[config.mk]
export PLATFORM = sky130hd
export DESIGN_NAME = offchip_lane_link
export DESIGN_NICKNAME = d
export VERILOG_FILES = /design/src/rtl/offchip_lane_link.sv
export SDC_FILE = /design/constraint.sdc
export NUM_CORES = 1
export LEC_CHECK = 0
export CORE_UTILIZATION = 50
export DETAILED_ROUTE_END_ITERATION = 8
export HOLD_SLACK_MARGIN = 0.1
export PLACE_DENSITY = 0.73
export SYNTH_ARGS = -nofsm -noshare
export SYNTH_HDL_FRONTEND = slang
export SYNTH_SLANG_ARGS = --single-unit
[constraint.sdc]
create_clock -name clk -period 5.5 [get_ports clk]
set_input_delay 1.65 -clock clk [delete_from_list [all_inputs] [get_ports clk]]
set_output_delay 1.65 -clock clk [all_outputs]
set_load 0.03 [all_outputs]
[src/rtl/offchip_lane_link.sv]
// Off-chip lane link: words are split into LANES beats, carried through a credit-controlled
// beat FIFO and reassembled on the far side, with an optional byte-interleave lane mapping.

module offchip_lane_link_chk #(
    parameter int DEPTH = 8,
    parameter int CW    = 4
) (
    input logic          clk,
    input logic          rst,
    input logic          wr_en,
    input logic          pop,
    input logic [CW-1:0] fifo_count,
    input logic [CW-1:0] credits
);
    // Credit reservation must make a write into a full FIFO impossible
    a_no_overflow: assert property (@(posedge clk) disable iff (rst)
        !(wr_en && !pop && (fifo_count == CW'(DEPTH))));

    a_credit_cap: assert property (@(posedge clk) disable iff (rst)
        (credits <= CW'(DEPTH)));
endmodule

module offchip_lane_link #(
    parameter int DATA_W     = 64,
    parameter int LANES      = 2,
    parameter int DEPTH      = 8,
    parameter int CREDIT_LAT = 2
) (
    input  logic                         clk,
    input  logic                         rst,
    input  logic [DATA_W-1:0]            in_data,
    input  logic                         in_mode,
    input  logic                         in_valid,
    output logic                         in_ready,
    output logic [DATA_W-1:0]            out_data,
    output logic                         out_valid,
    input  logic                         out_ready,
    output logic [DATA_W/LANES-1:0]      link_beat,
    output logic                         link_valid,
    output logic [$clog2(DEPTH+1)-1:0]   credits,
    output logic [$clog2(DEPTH+1)-1:0]   fifo_count
);
    localparam int BEAT_W = DATA_W / LANES;
    localparam int BB     = BEAT_W / 8;
    localparam int AW     = $clog2(DEPTH);
    localparam int CW     = $clog2(DEPTH + 1);
    localparam int KW     = (LANES > 1) ? $clog2(LANES) : 1;
    localparam logic [KW-1:0] K_LAST  = KW'(LANES - 1);
    localparam logic [KW-1:0] K_ZERO  = {KW{1'b0}};
    localparam logic [CW-1:0] C_LANES = CW'(LANES);

    typedef enum logic {W_IDLE = 1'b0, W_SPLIT = 1'b1} w_state_t;
    typedef enum logic {R_COLLECT = 1'b0, R_HOLD = 1'b1} r_state_t;

    function automatic logic [BEAT_W-1:0] map_beat(input logic [DATA_W-1:0] word,
                                                   input logic mode, input int k);
        logic [BEAT_W-1:0] beat;
        int src;
        beat = {BEAT_W{1'b0}};
        for (int j = 0; j < BB; j++) begin
            src = mode ? (j * LANES + k) : (k * BB + j);
            beat[8*j +: 8] = word[8*src +: 8];
        end
        return beat;
    endfunction

    // Inverse of map_beat: drops the bytes of beat k back into their word positions
    function automatic logic [DATA_W-1:0] place_beat(input logic [DATA_W-1:0] acc,
                                                     input logic [BEAT_W-1:0] beat,
                                                     input logic mode, input int k);
        logic [DATA_W-1:0] word;
        int dst;
        word = acc;
        for (int j = 0; j < BB; j++) begin
            dst = mode ? (j * LANES + k) : (k * BB + j);
            word[8*dst +: 8] = beat[8*j +: 8];
        end
        return word;
    endfunction

    w_state_t          w_state_r, w_state_s;
    logic [KW-1:0]     k_r, k_s;
    logic [DATA_W-1:0] word_r;
    logic              mode_r;
    logic              last_beat_s, in_ready_s, accept_s, wr_en_s;
    logic [BEAT_W-1:0] link_beat_s;

    logic [CW-1:0]     credits_r, credits_s;
    logic              ret_s;

    logic [BEAT_W:0]   mem_r [DEPTH];
    logic [AW:0]       wptr_r, rptr_r, count_s;
    logic              pop_s;
    logic [BEAT_W:0]   rd_entry_s;

    r_state_t          r_state_r, r_state_s;
    logic [KW-1:0]     b_r, b_s;
    logic              rd_last_s;
    logic [DATA_W-1:0] asm_r, asm_s, out_data_r;
    logic              out_valid_r;

    // Writer handshake and current beat
    always_comb begin
        last_beat_s = (w_state_r == W_SPLIT) && (k_r == K_LAST);
        in_ready_s  = !rst && (credits_r >= C_LANES) && ((w_state_r == W_IDLE) || last_beat_s);
        accept_s    = in_valid && in_ready_s;
        wr_en_s     = (w_state_r == W_SPLIT);
        link_beat_s = map_beat(word_r, mode_r, int'(k_r));
    end

    // Writer next state; a word accepted on the last beat starts splitting immediately
    always_comb begin
        w_state_s = w_state_r;
        k_s       = k_r;
        case (w_state_r)
            W_IDLE: begin
                if (accept_s) begin
                    w_state_s = W_SPLIT;
                    k_s       = K_ZERO;
                end else begin
                    w_state_s = W_IDLE;
                end
            end
            W_SPLIT: begin
                if (last_beat_s) begin
                    w_state_s = accept_s ? W_SPLIT : W_IDLE;
                    k_s       = K_ZERO;
                end else begin
                    k_s = k_r + KW'(1'b1);
                end
            end
            default: begin
                w_state_s = W_IDLE;
                k_s       = K_ZERO;
            end
        endcase
    end

    // Writer state register
    always_ff @(posedge clk) begin
        if (rst) begin
            w_state_r <= W_IDLE;
            k_r       <= K_ZERO;
        end else begin
            w_state_r <= w_state_s;
            k_r       <= k_s;
        end
    end

    // Accepted word and its lane mode
    always_ff @(posedge clk) begin
        if (accept_s) begin
            word_r <= in_data;
            mode_r <= in_mode;
        end
    end

    generate
        if (CREDIT_LAT == 0) begin : g_ret_direct
            assign ret_s = pop_s;
        end else begin : g_ret_pipe
            logic [CREDIT_LAT-1:0] cpipe_r;
            // Credit return delay line, one bit per pop
            always_ff @(posedge clk) begin
                if (rst) begin
                    cpipe_r <= {CREDIT_LAT{1'b0}};
                end else begin
                    cpipe_r[0] <= pop_s;
                    for (int i = 1; i < CREDIT_LAT; i++) begin
                        cpipe_r[i] <= cpipe_r[i-1];
                    end
                end
            end
            assign ret_s = cpipe_r[CREDIT_LAT-1];
        end
    endgenerate

    // Net credit update: reservation of a whole word and single-beat returns
    always_comb begin
        credits_s = credits_r;
        if (accept_s) begin
            credits_s = credits_s - C_LANES;
        end else begin
            credits_s = credits_s;
        end
        if (ret_s) begin
            credits_s = credits_s + CW'(1'b1);
        end else begin
            credits_s = credits_s;
        end
    end

    // Credit counter
    always_ff @(posedge clk) begin
        if (rst) begin
            credits_r <= CW'(DEPTH);
        end else begin
            credits_r <= credits_s;
        end
    end

    // FIFO occupancy and read side
    always_comb begin
        count_s    = wptr_r - rptr_r;
        rd_entry_s = mem_r[rptr_r[AW-1:0]];
        pop_s      = (r_state_r == R_COLLECT) && (count_s != {(AW+1){1'b0}});
        rd_last_s  = (b_r == K_LAST);
    end

    // FIFO pointers; extra MSB distinguishes full from empty
    always_ff @(posedge clk) begin
        if (rst) begin
            wptr_r <= {(AW+1){1'b0}};
            rptr_r <= {(AW+1){1'b0}};
        end else begin
            if (wr_en_s) begin
                wptr_r <= wptr_r + (AW+1)'(1'b1);
            end
            if (pop_s) begin
                rptr_r <= rptr_r + (AW+1)'(1'b1);
            end
        end
    end

    // FIFO storage; each entry carries its beat's mode bit
    always_ff @(posedge clk) begin
        if (wr_en_s) begin
            mem_r[wptr_r[AW-1:0]] <= {mode_r, link_beat_s};
        end
    end

    // Reader next state and reassembly
    always_comb begin
        r_state_s = r_state_r;
        b_s       = b_r;
        asm_s     = place_beat(asm_r, rd_entry_s[BEAT_W-1:0], rd_entry_s[BEAT_W], int'(b_r));
        case (r_state_r)
            R_COLLECT: begin
                if (pop_s && rd_last_s) begin
                    r_state_s = R_HOLD;
                    b_s       = K_ZERO;
                end else if (pop_s) begin
                    b_s = b_r + KW'(1'b1);
                end else begin
                    b_s = b_r;
                end
            end
            R_HOLD: begin
                if (out_ready) begin
                    r_state_s = R_COLLECT;
                end else begin
                    r_state_s = R_HOLD;
                end
            end
            default: begin
                r_state_s = R_COLLECT;
                b_s       = K_ZERO;
            end
        endcase
    end

    // Reader state register; out_valid mirrors the hold state
    always_ff @(posedge clk) begin
        if (rst) begin
            r_state_r   <= R_COLLECT;
            b_r         <= K_ZERO;
            out_valid_r <= 1'b0;
        end else begin
            r_state_r   <= r_state_s;
            b_r         <= b_s;
            out_valid_r <= (r_state_s == R_HOLD);
        end
    end

    // Reassembly buffer and output word
    always_ff @(posedge clk) begin
        if (pop_s) begin
            asm_r <= asm_s;
            if (rd_last_s) begin
                out_data_r <= asm_s;
            end
        end
    end

    assign in_ready   = in_ready_s;
    assign out_data   = out_data_r;
    assign out_valid  = out_valid_r;
    assign link_beat  = link_beat_s;
    assign link_valid = !rst && wr_en_s;
    assign credits    = credits_r;
    assign fifo_count = CW'(count_s);

    offchip_lane_link_chk #(.DEPTH(DEPTH), .CW(CW)) u_chk (
        .clk        (clk),
        .rst        (rst),
        .wr_en      (wr_en_s),
        .pop        (pop_s),
        .fifo_count (fifo_count),
        .credits    (credits_r)
    );
endmodule

* Yosys cells after proc, flatten, opt, wreduce, memory -nomap -nowiden
Memories as Yosys holds them, arrays and structs flattened. A register that Yosys moved wholly into a read port is not among the register bits.
Cells that the tools add are included.
** Storage, ports and cells
- Flip-flop bits (word level) :: 211
- Bits of input ports :: 69
- Latch bits :: 0
- Memories :: 1
- Word-level logic and storage cells :: 94
- Bits in writable memories :: 264
- ROM bits :: 0
** Cells by class
- Shifts and indexed selects :: 12
- Magnitude comparators :: 1
- $add $sub $neg :: 23
- Equality and inequality tests :: 1
- Reductions and logical operators :: 13
- Bitwise gates (word level) :: 2
- Multiplexer cells :: 29
- Multipliers :: 0
- Divide/modulo/power cells :: 0
** Memory list
- mem_r :: words 8, bits a word 33, rd ports 1, clocked after Yosys merged registers in 1, write ports 1, RTL line 91 : logic [BEAT_W:0] mem_r [DEPTH];
** Operators by type and width (count)
- bitwise mux 64 bit :: 4
- variable shift 8 x 33 -> 64 bit (first input constant) :: 4
- indexed part select 8 x 33 -> 64 bit :: 4
- indexed part select 64 x 8 -> 8 bit :: 3
- negation 7 -> 33 bit :: 3
- indexed part select 64 x 7 -> 8 bit :: 1
- negation 6 -> 33 bit :: 1
- 2-to-1 mux 4 bit :: 8
- adder 3 x 1 -> 4 bit (first input constant) :: 4
- adder 3 x 2 -> 4 bit (second input constant) :: 4
- adder 4 x 1 -> 4 bit (second input constant) :: 3
- 2-to-1 mux 3 bit :: 4
- 2-to-1 mux 1 bit :: 10
- adder 3 x 1 -> 4 bit (second input constant) :: 2
- logical AND 1 bit :: 7
- adder 2 x 1 -> 3 bit (first input constant) :: 2
- case mux 1 bit (2 select lines) :: 3
- greater-or-equal comparator 4 x 2 -> 1 bit (second input constant) :: 1
- AND reduction 2 bit :: 2
- nonzero test 4 bit :: 1
- subtractor 4 x 2 -> 4 bit (second input constant) :: 1
- subtractor 4 bit :: 1
- adder 1 bit (second input constant) :: 2
- != test 2 bit (second input constant) :: 1
- other kinds (4) :: 5

* Longest topological paths before layout
Gate-level depths: netlist (run 1).
- Depth in word-level cells :: 7
- Gate-level depth with buffers :: 14

* Worst setup path after synthesis (run 1)
Ideal clock, no wire load.
- Kind :: reg2reg
- Start :: register rptr_r[0]
- End :: register out_data_r[0], in the netlist out_data[0] (enable)
- Data arrival time :: 5.634 ns
- Path slack :: -0.563 ns
- Buffers on the path :: 0
- Cell stages (with the launch flop) :: 8
- Path through :: dfxtp_1 ha_1 inv_1 fa_1 xor2_1 nor3_1 a31oi_2 and2_1
** Between the ends
- Cells in the longest elaborated chain, start to end :: 4
** RTL lines
- from (decl) :: RTL line 92 : logic [AW:0] wptr_r, rptr_r, count_s;
- from (signal assigned) :: RTL line 214 : rptr_r <= {(AW+1){1'b0}};
- from (signal assigned) :: RTL line 220 : rptr_r <= rptr_r + (AW+1)'(1'b1);
- subtractor 4 bit :: RTL line 204 : count_s = wptr_r - rptr_r;
- via fifo_count[2] :: RTL line 41 : output logic [$clog2(DEPTH+1)-1:0] fifo_count
- nonzero test 4 bit :: RTL line 206 : pop_s = (r_state_r == R_COLLECT) && (count_s != {(AW+1){1'b0}});
- logical AND 1 bit :: RTL line 206
- via pop_s :: RTL line 93 : logic pop_s;
- AND reduction 2 bit (no line)
- to (signal assigned) :: RTL line 280 : out_data_r <= asm_s;
- to (decl) :: RTL line 99 : logic [DATA_W-1:0] asm_r, asm_s, out_data_r;
The timed path passes the listed nets, and every way through them passes these cells.
A chain may end at the register's enable or synchronous reset.

* Final worst setup path (run 1)
- Start :: input rst
- End :: output in_ready
** Between the ends
- Cells in the longest elaborated chain, start to end :: 3
** RTL lines
- from (decl) :: RTL line 30 : input logic rst,
- zero test 1 bit :: RTL line 105 : in_ready_s = !rst && (credits_r >= C_LANES) && ((w_state_r == W_IDLE) || last_beat_s);
- logical AND 1 bit (2 in a row) :: RTL line 105
- to (decl) :: RTL line 34 : output logic in_ready,
No other way between the ends.

==> flow_summary.ini, run 1 <==
[status]
status = completed

[finish]
final_common_cell = edfxtp_1
syn_to_final_growth_pct = 21.2
fin_nets = 1337
antennaDiodeCount = 0
layout_common_cells = edfxtp_1 (457), clkdlybuf4s50_1 (175), mux2i_1 (110)
drive_gt1_frac = 0.174

[worst_setup_path]
ff2ff_setup_slack_ps = 1950
crit_top_cell = clkdlybuf4s50_1
cp_slowest_stage_delay_ps = 740
r2r-end = asm_r[20]$_DFFE_PN_
cp-start-kind = input pin
crit_fanout = 3
r2r_cells = 11
slowest_stage = clkdlybuf4s50_1
crit_type = in -> out
crit_family = buffers and inverters
cp.required_ps = 3850
path_cells = clkdlybuf4s50_1, nor3_1, clkdlybuf4s50_1
crit_buf_inv = 2
cp_data_arrival_time_ps = 3130
setup.worst_path.end_class = output port

[logic_synthesis]
syn_area_um2 = 19200
syn_area_per_cell_um2 = 18.2
ys.flop_type = edfxtp_1
yosys-top-cells-area = edfxtp_1 (72%), mux4_2 (9.4%), mux2i_1 (5.7%), dfxtp_1 (2.2%), nand2_1 (1.7%)
synth_largest_area_cell = edfxtp_1
synth_cells = 1055
synthesis.nets = 1135
synth_seq_area_share = 0.738
yosys_warnings = 0
async_flop_share = 0
synth_seq_cells = 478
synth_edf_count = 457
ys_types = 45
synth_top_area_share = 0.716

[hold_path]
hold_class = reg -> reg
min_path_cells = 1
min-delay-start = g_ret_pipe.cpipe_r[0]$_SDFF_PP0_
holdPathEnd = g_ret_pipe.cpipe_r[1]$_SDFF_PP0_

[clocking]
ctsRootBufferMaster = clkbuf_16
cts_inserted_buffers = 48
clock_latency_ps = 580
cts.htree.levels = 2
clk_path_buf_depth = 3
clock-sinks = 478
holdBufCountCts = 0
ctsResizeCount = 0
cts_tree = done
cts_setup_buffers = 0
clkTransAtPathRegs_ps = 60

[global_routing]
grt-ovfl-total = 0
grt_pass1_vias = 10300
grt_start_max_net_pins = 72
antenna_found_initial = 0
grt_pass1_wl_um = 61500
grtUsageTotal = 0.213

[power_and_ir_drop]
vdd_ir_drop_max_mv = 0.297
finalPower_mw = 13.3
powerDensity_nw_per_um2 = 574
leakagePower_nw = 7.87

[sta]
tns_ps = 0
max_freq_ghz = 0.209
setup_violations = 0
finalCritPeriodShare = 0.869
relSlewSlack = 0.342
rsz0062_at_grt = no
hold_ws_ps = 452
worst_clock_skew_ps = 11.8
finalMaxSlewViolations = 0
max_slew.worst_pin.slew_ps = 987
fin_crit_ps = 4780
hold_viol = 0

[floorplan]
core_um2 = 37700
fp.dieW_um = 198
io_pins = 176
rows = 71
start_util = 0.509
die-area_um2 = 39100
die_y_um = 198

[detailed_routing]
vias_per_cell = 5.59
drc_errors = 0
ant_nets = 0
finalWirelength_um = 40400
vias = 10100
drt_iter0_drc = 920
first_pass_iters = 5
wl_per_cell_um = 22.4

[job]
drv_cap = 0

[place]
port_buffers = 175
routabilityCongestion = 0.796
place_hpwl_um = 25600
-- where the power goes --
group / switching [mW] / internal (mW) / leakage, nW
Sequential: 0.336 / 5.16 / 4.42
Combinational: 2.80 / 1.69 / 2.67
Clock: 1.41 / 1.93 / 0.781
-- layer usage --
layer	vias up	share of wire	GRT usage
met4	0	0.023	0.0686
met3	69	0.064	0.0431
met1	5075	0.44	0.298
met5	-	0	0
li1	4573	-	-
met2	385	0.47	0.337
-- cell families (layout without fill, tap and decap cells) --
family,after synthesis,after routing,synth area share
xor gates and xnor gates,11,11,0.00503
and+or+nand+nor,180,180,0.0413
AOI/OAI and AO/OA,106,106,0.0381
buffers and inverters,76,317,0.0165
DFF,478,478,0.738
muxes,193,193,0.154
adders and majority gates,11,11,0.00757
-- worst register-to-register path: stages (launching register included) --
cell and delay [ps]:
dfxtp_4 860, nor2_1 270, o2bb2ai_4 260, nor2_2 120, buf_4 400, nand2_2 160
inv_2 90, ha_1 460, inv_1 80, o21a_1 310, nand2_1 120, o21ai_0 130
-- through the flow --
stage,instance area (um2),worst slack [ps],util,std cells
after floorplan,19200,363,-,1055
after global placement,21600,744,0.573,1718
after detailed placement,21600,719,0.573,1718
after CTS,23200,719,0.617,1807
after global routing,23200,583,0.617,1807
final,23200,722,0.617,1807
-- worst max-delay path by stage --
| stage | startpoint | slack [ps] | cells after the start | end |
|---|---|---|---|---|
| 2_1_floorplan | rptr_r[0]$_SDFFE_PP0N_ | 360 | 7 | out_data[0]$_DFFE_PP_ |
| 3_3_place_gp | rst | 740 | 3 | in_ready |
| 3_5_place_dp | rst | 720 | 3 | in_ready |
| 4_1_cts | rst | 720 | 3 | in_ready |
| 5_1_grt | k_r$_SDFFE_PP0P_ | 580 | 3 | link_beat[1] |
| 6_report | rst | 720 | 3 | in_ready |
-- cell type report --
class | count | area (um2)
multi-input combinational | 501 | 4740
fill | 2767 | 14400
clock buffer | 52 | 1240
clock inverter | 37 | 387
tap | 511 | 639
timing repair buffer | 205 | 1980
sequential | 478 | 14200
inverter | 23 | 86.3
-- cell usage after synthesis (all sizes together), types with 14 or more instances --
| library cell | instances |
|---|---|
| edfxtp | 457 |
| mux2i | 110 |
| nand2 | 86 |
| mux4 | 80 |
| o21ai | 50 |
| nor2 | 45 |
| clkbuf | 27 |
| buf | 26 |
| inv | 22 |
| dfxtp | 21 |
| o211ai | 15 |
| a21oi | 14 |
| nor2b | 14 |
-- flip-flops by register name (all words and copies together), names as in the netlist, named ones only --
register / flops
k_r: 1
b_r: 1
asm_r: 64
credits: 4
rptr_r: 4
word_r: 64
out_data: 64
w_state_r: 1
mode_r: 1
wptr_r: 4
out_valid: 1
mem_r: 264
g_ret_pipe.cpipe_r: 2
Note: power is estimated with default switching activity, not from simulation.
==> inputs of run 2 (changes only) <==
--- a/config.mk
+++ b/config.mk
@@ -7,5 +7,5 @@
 export LEC_CHECK = 0
+export ABC_AREA = 1
 export CORE_UTILIZATION = 50
 export DETAILED_ROUTE_END_ITERATION = 8
-export HOLD_SLACK_MARGIN = 0.1
 export PLACE_DENSITY = 0.73
==> constraint.sdc (replaced) <==
create_clock -name clk -period 5.5 [get_ports clk]
set_input_delay 1.1 -clock clk [delete_from_list [all_inputs] [get_ports clk]]
set_output_delay 1.1 -clock clk [all_outputs]
set_load 0.03 [all_outputs]
==> run 2 against run 1 <==
  * Clock skew increased by 8.1 ps
  * Final cell count increased by 31%
  * Wire length grew 13%
  * Sequential power decreased by 3%
==> flow_summary.ini, run 2 <==
[status]
status = completed

[detailed_routing]
wl_per_cell_um = 19.3
finalWirelength_um = 45500
vias = 13000
ant_nets = 0
first_pass_iters = 6
drc_errors = 0
vias_per_cell = 5.49
drt_iter0_drc = 1186

[finish]
final_area_um2 = 23100
n_fill_cell = 2901
final_common_cell = nand2_1
syn_to_final_growth_pct = 19.2
fin_nets = 1890
drive_gt1_frac = 0.0692
layout_common_cells = nand2_1 (597), edfxtp_1 (457), nand3_1 (238)
antennaDiodeCount = 0
final_util = 0.609
largest_register_ffs = 264

[power_and_ir_drop]
switching_share = 0.370
powerDensity_nw_per_um2 = 579
p_int_mw = 8.43
p_seq_frac = 0.401
combPwrFrac = 0.354
p_clk_frac = 0.245
leakagePower_nw = 8.52
vdd_ir_drop_max_mv = 0.387
switchingPower_mw = 4.96

[worst_setup_path]
cp.required_ps = 4400
cp-start-kind = flip-flop
cp_data_arrival_time_ps = 3450
crit_type = reg -> out
ff2ff_setup_slack_ps = 1680
setup.worst_path.end_class = output port
crit_fanout = 22

[place]
placedInstanceArea_um2 = 21500
port_buffers = 175
routabilityCongestion = 0.854
place_hpwl_um = 28400
pre_cts_slack_ps = 1480

[logic_synthesis]
synth_cells = 1643
syn_area_um2 = 19400
synth_top_area_share = 0.708
synthesis.nets = 1723
ys.flop_type = edfxtp_1
synth_largest_area_cell = edfxtp_1
synth_seq_area_share = 0.729
synth.most_common_cell = nand2_1
async_flop_share = 0
yosys-top-cells-area = edfxtp_1 (71%), nand2_1 (12%), nand3_1 (6.1%), dfxtp_1 (2.2%), nor2_1 (1.3%)
synth_seq_cells = 478
yosys_warnings = 0
synth_common_cells = nand2_1 (597), edfxtp_1 (457), nand3_1 (238), nor2_1 (65), inv_1 (53)
synth_edf_count = 457
ys_types = 36
syn_area_per_cell_um2 = 11.8

[clocking]
clk_path_buf_depth = 3
ctsRootBufferMaster = clkbuf_16
cts_setup_buffers = 0
ctsResizeCount = 0
clock_latency_ps = 570
clock-sinks = 478
cts.htree.levels = 2
holdBufCountCts = 0
cts_tree = done
cts_inserted_buffers = 47
clkTransAtPathRegs_ps = 60

[sta]
fin_crit_ps = 4550
setup_violations = 0
finalCritPeriodShare = 0.827
max_freq_ghz = 0.220
max_slew.worst_pin.slew_ps = 955
relSlewSlack = 0.363
worst_clock_skew_ps = 19.9
final.setup.worst_slack_ps = 951
rsz0062_at_grt = no
tns_ps = 0
finalMaxSlewViolations = 0
hold_ws_ps = 410
hold_viol = 0

[global_routing]
grt_start_max_net_pins = 76
antenna_found_initial = 0
grt_pass1_wl_um = 69600
grt_pass1_vias = 12400
grtUsageTotal = 0.235
grt-ovfl-total = 0

[floorplan]
rows = 71
core_um2 = 37900
die-area_um2 = 39600
start_util = 0.511
die_y_um = 199
fp.dieW_um = 199
io_pins = 176

[hold_path]
hold_class = reg -> reg

[job]
drv_cap = 0
==> run 2: cell count changes after synthesis, moves of 10 or more <==
cell / previous run / this run
o21ai_0: 50 / 12
nor2_1: 44 / 65
nand4_1: 2 / 16
mux2i_1: 110 / 0
nand3_1: 9 / 238
mux4_2: 80 / 0
nor2b_1: 14 / 0
clkbuf_1: 27 / 14
buf_6: 0 / 10
nand2_1: 85 / 597
buf_2: 15 / 42
inv_1: 20 / 53
a21oi_1: 14 / 31
==> run 2: stage by stage <==
step | total power [mW] | std cells
CTS | 13.4 | 2360
finish | 13.4 | 2360
global placement | 10.1 | 2272
global route | 14.1 | 2360
detailed placement | 10.2 | 2272
floorplan | 8.54 | 1643
==> run 2: cell type report <==
type / count / area, um2 / area share
clock buffer: 54 / 1220 / 0.0529
inverter: 61 / 239 / 0.0103
tap: 511 / 639 / 0.0277
sequential: 478 / 14100 / 0.612
clock inverter: 34 / 373 / 0.0161
multi-input combinational: 1025 / 4570 / 0.198
timing repair buffer: 197 / 1920 / 0.0829
==> run 2: power groups by stage <==
stage                     clock network (mW)  registers, mW  logic [mW]
final                                   3.28           5.36        4.74
after global routing                    3.45           5.43        5.18
after CTS                               3.32           5.37        4.74
after detailed placement                   0           5.44        4.72
after global placement                     0           5.44        4.62
after floorplan                            0           5.91        2.63
==> run 2: cell families (layout without fill, tap and decap cells) <==
| group | after synthesis | after routing | share of synthesized area |
|---|---|---|---|
| xor+xnor | 5 | 5 | 0.00226 |
| compound gates | 74 | 74 | 0.0221 |
| simple gates | 935 | 935 | 0.203 |
| flops | 478 | 478 | 0.729 |
| buf+inv | 140 | 346 | 0.0359 |
| fa+ha+maj | 11 | 11 | 0.00748 |
==> run 2: final timing paths <==
kind,start,end,depth (start not counted)
hold reg to reg,g_ret_pipe.cpipe_r[0]$_SDFF_PP0_,g_ret_pipe.cpipe_r[1]$_SDFF_PP0_,2
hold / removal,g_ret_pipe.cpipe_r[0]$_SDFF_PP0_,g_ret_pipe.cpipe_r[1]$_SDFF_PP0_,2
setup / recovery,k_r$_SDFFE_PP0P_,link_beat[10],6
setup reg to reg,flip-flop,asm_r[19]$_DFFE_PN_,13
==> run 2: metal layers <==
layer  vias to the layer above  part of all wire  track usage
li1                       6047                 -            -
met1                      6134              0.42        0.319
met2                       664              0.46        0.376
met3                       114             0.085       0.0397
met4                         0             0.039        0.103
met5                         -                 0            0
==> run 2: critical path: stages, from the launching register on <==
cell and delay [ps]:
dfxtp_1 630, clkinv_1 400, nor2_1 260, buf_4 300, nand2_1 90, nand4_1 410
clkdlybuf4s50_1 780
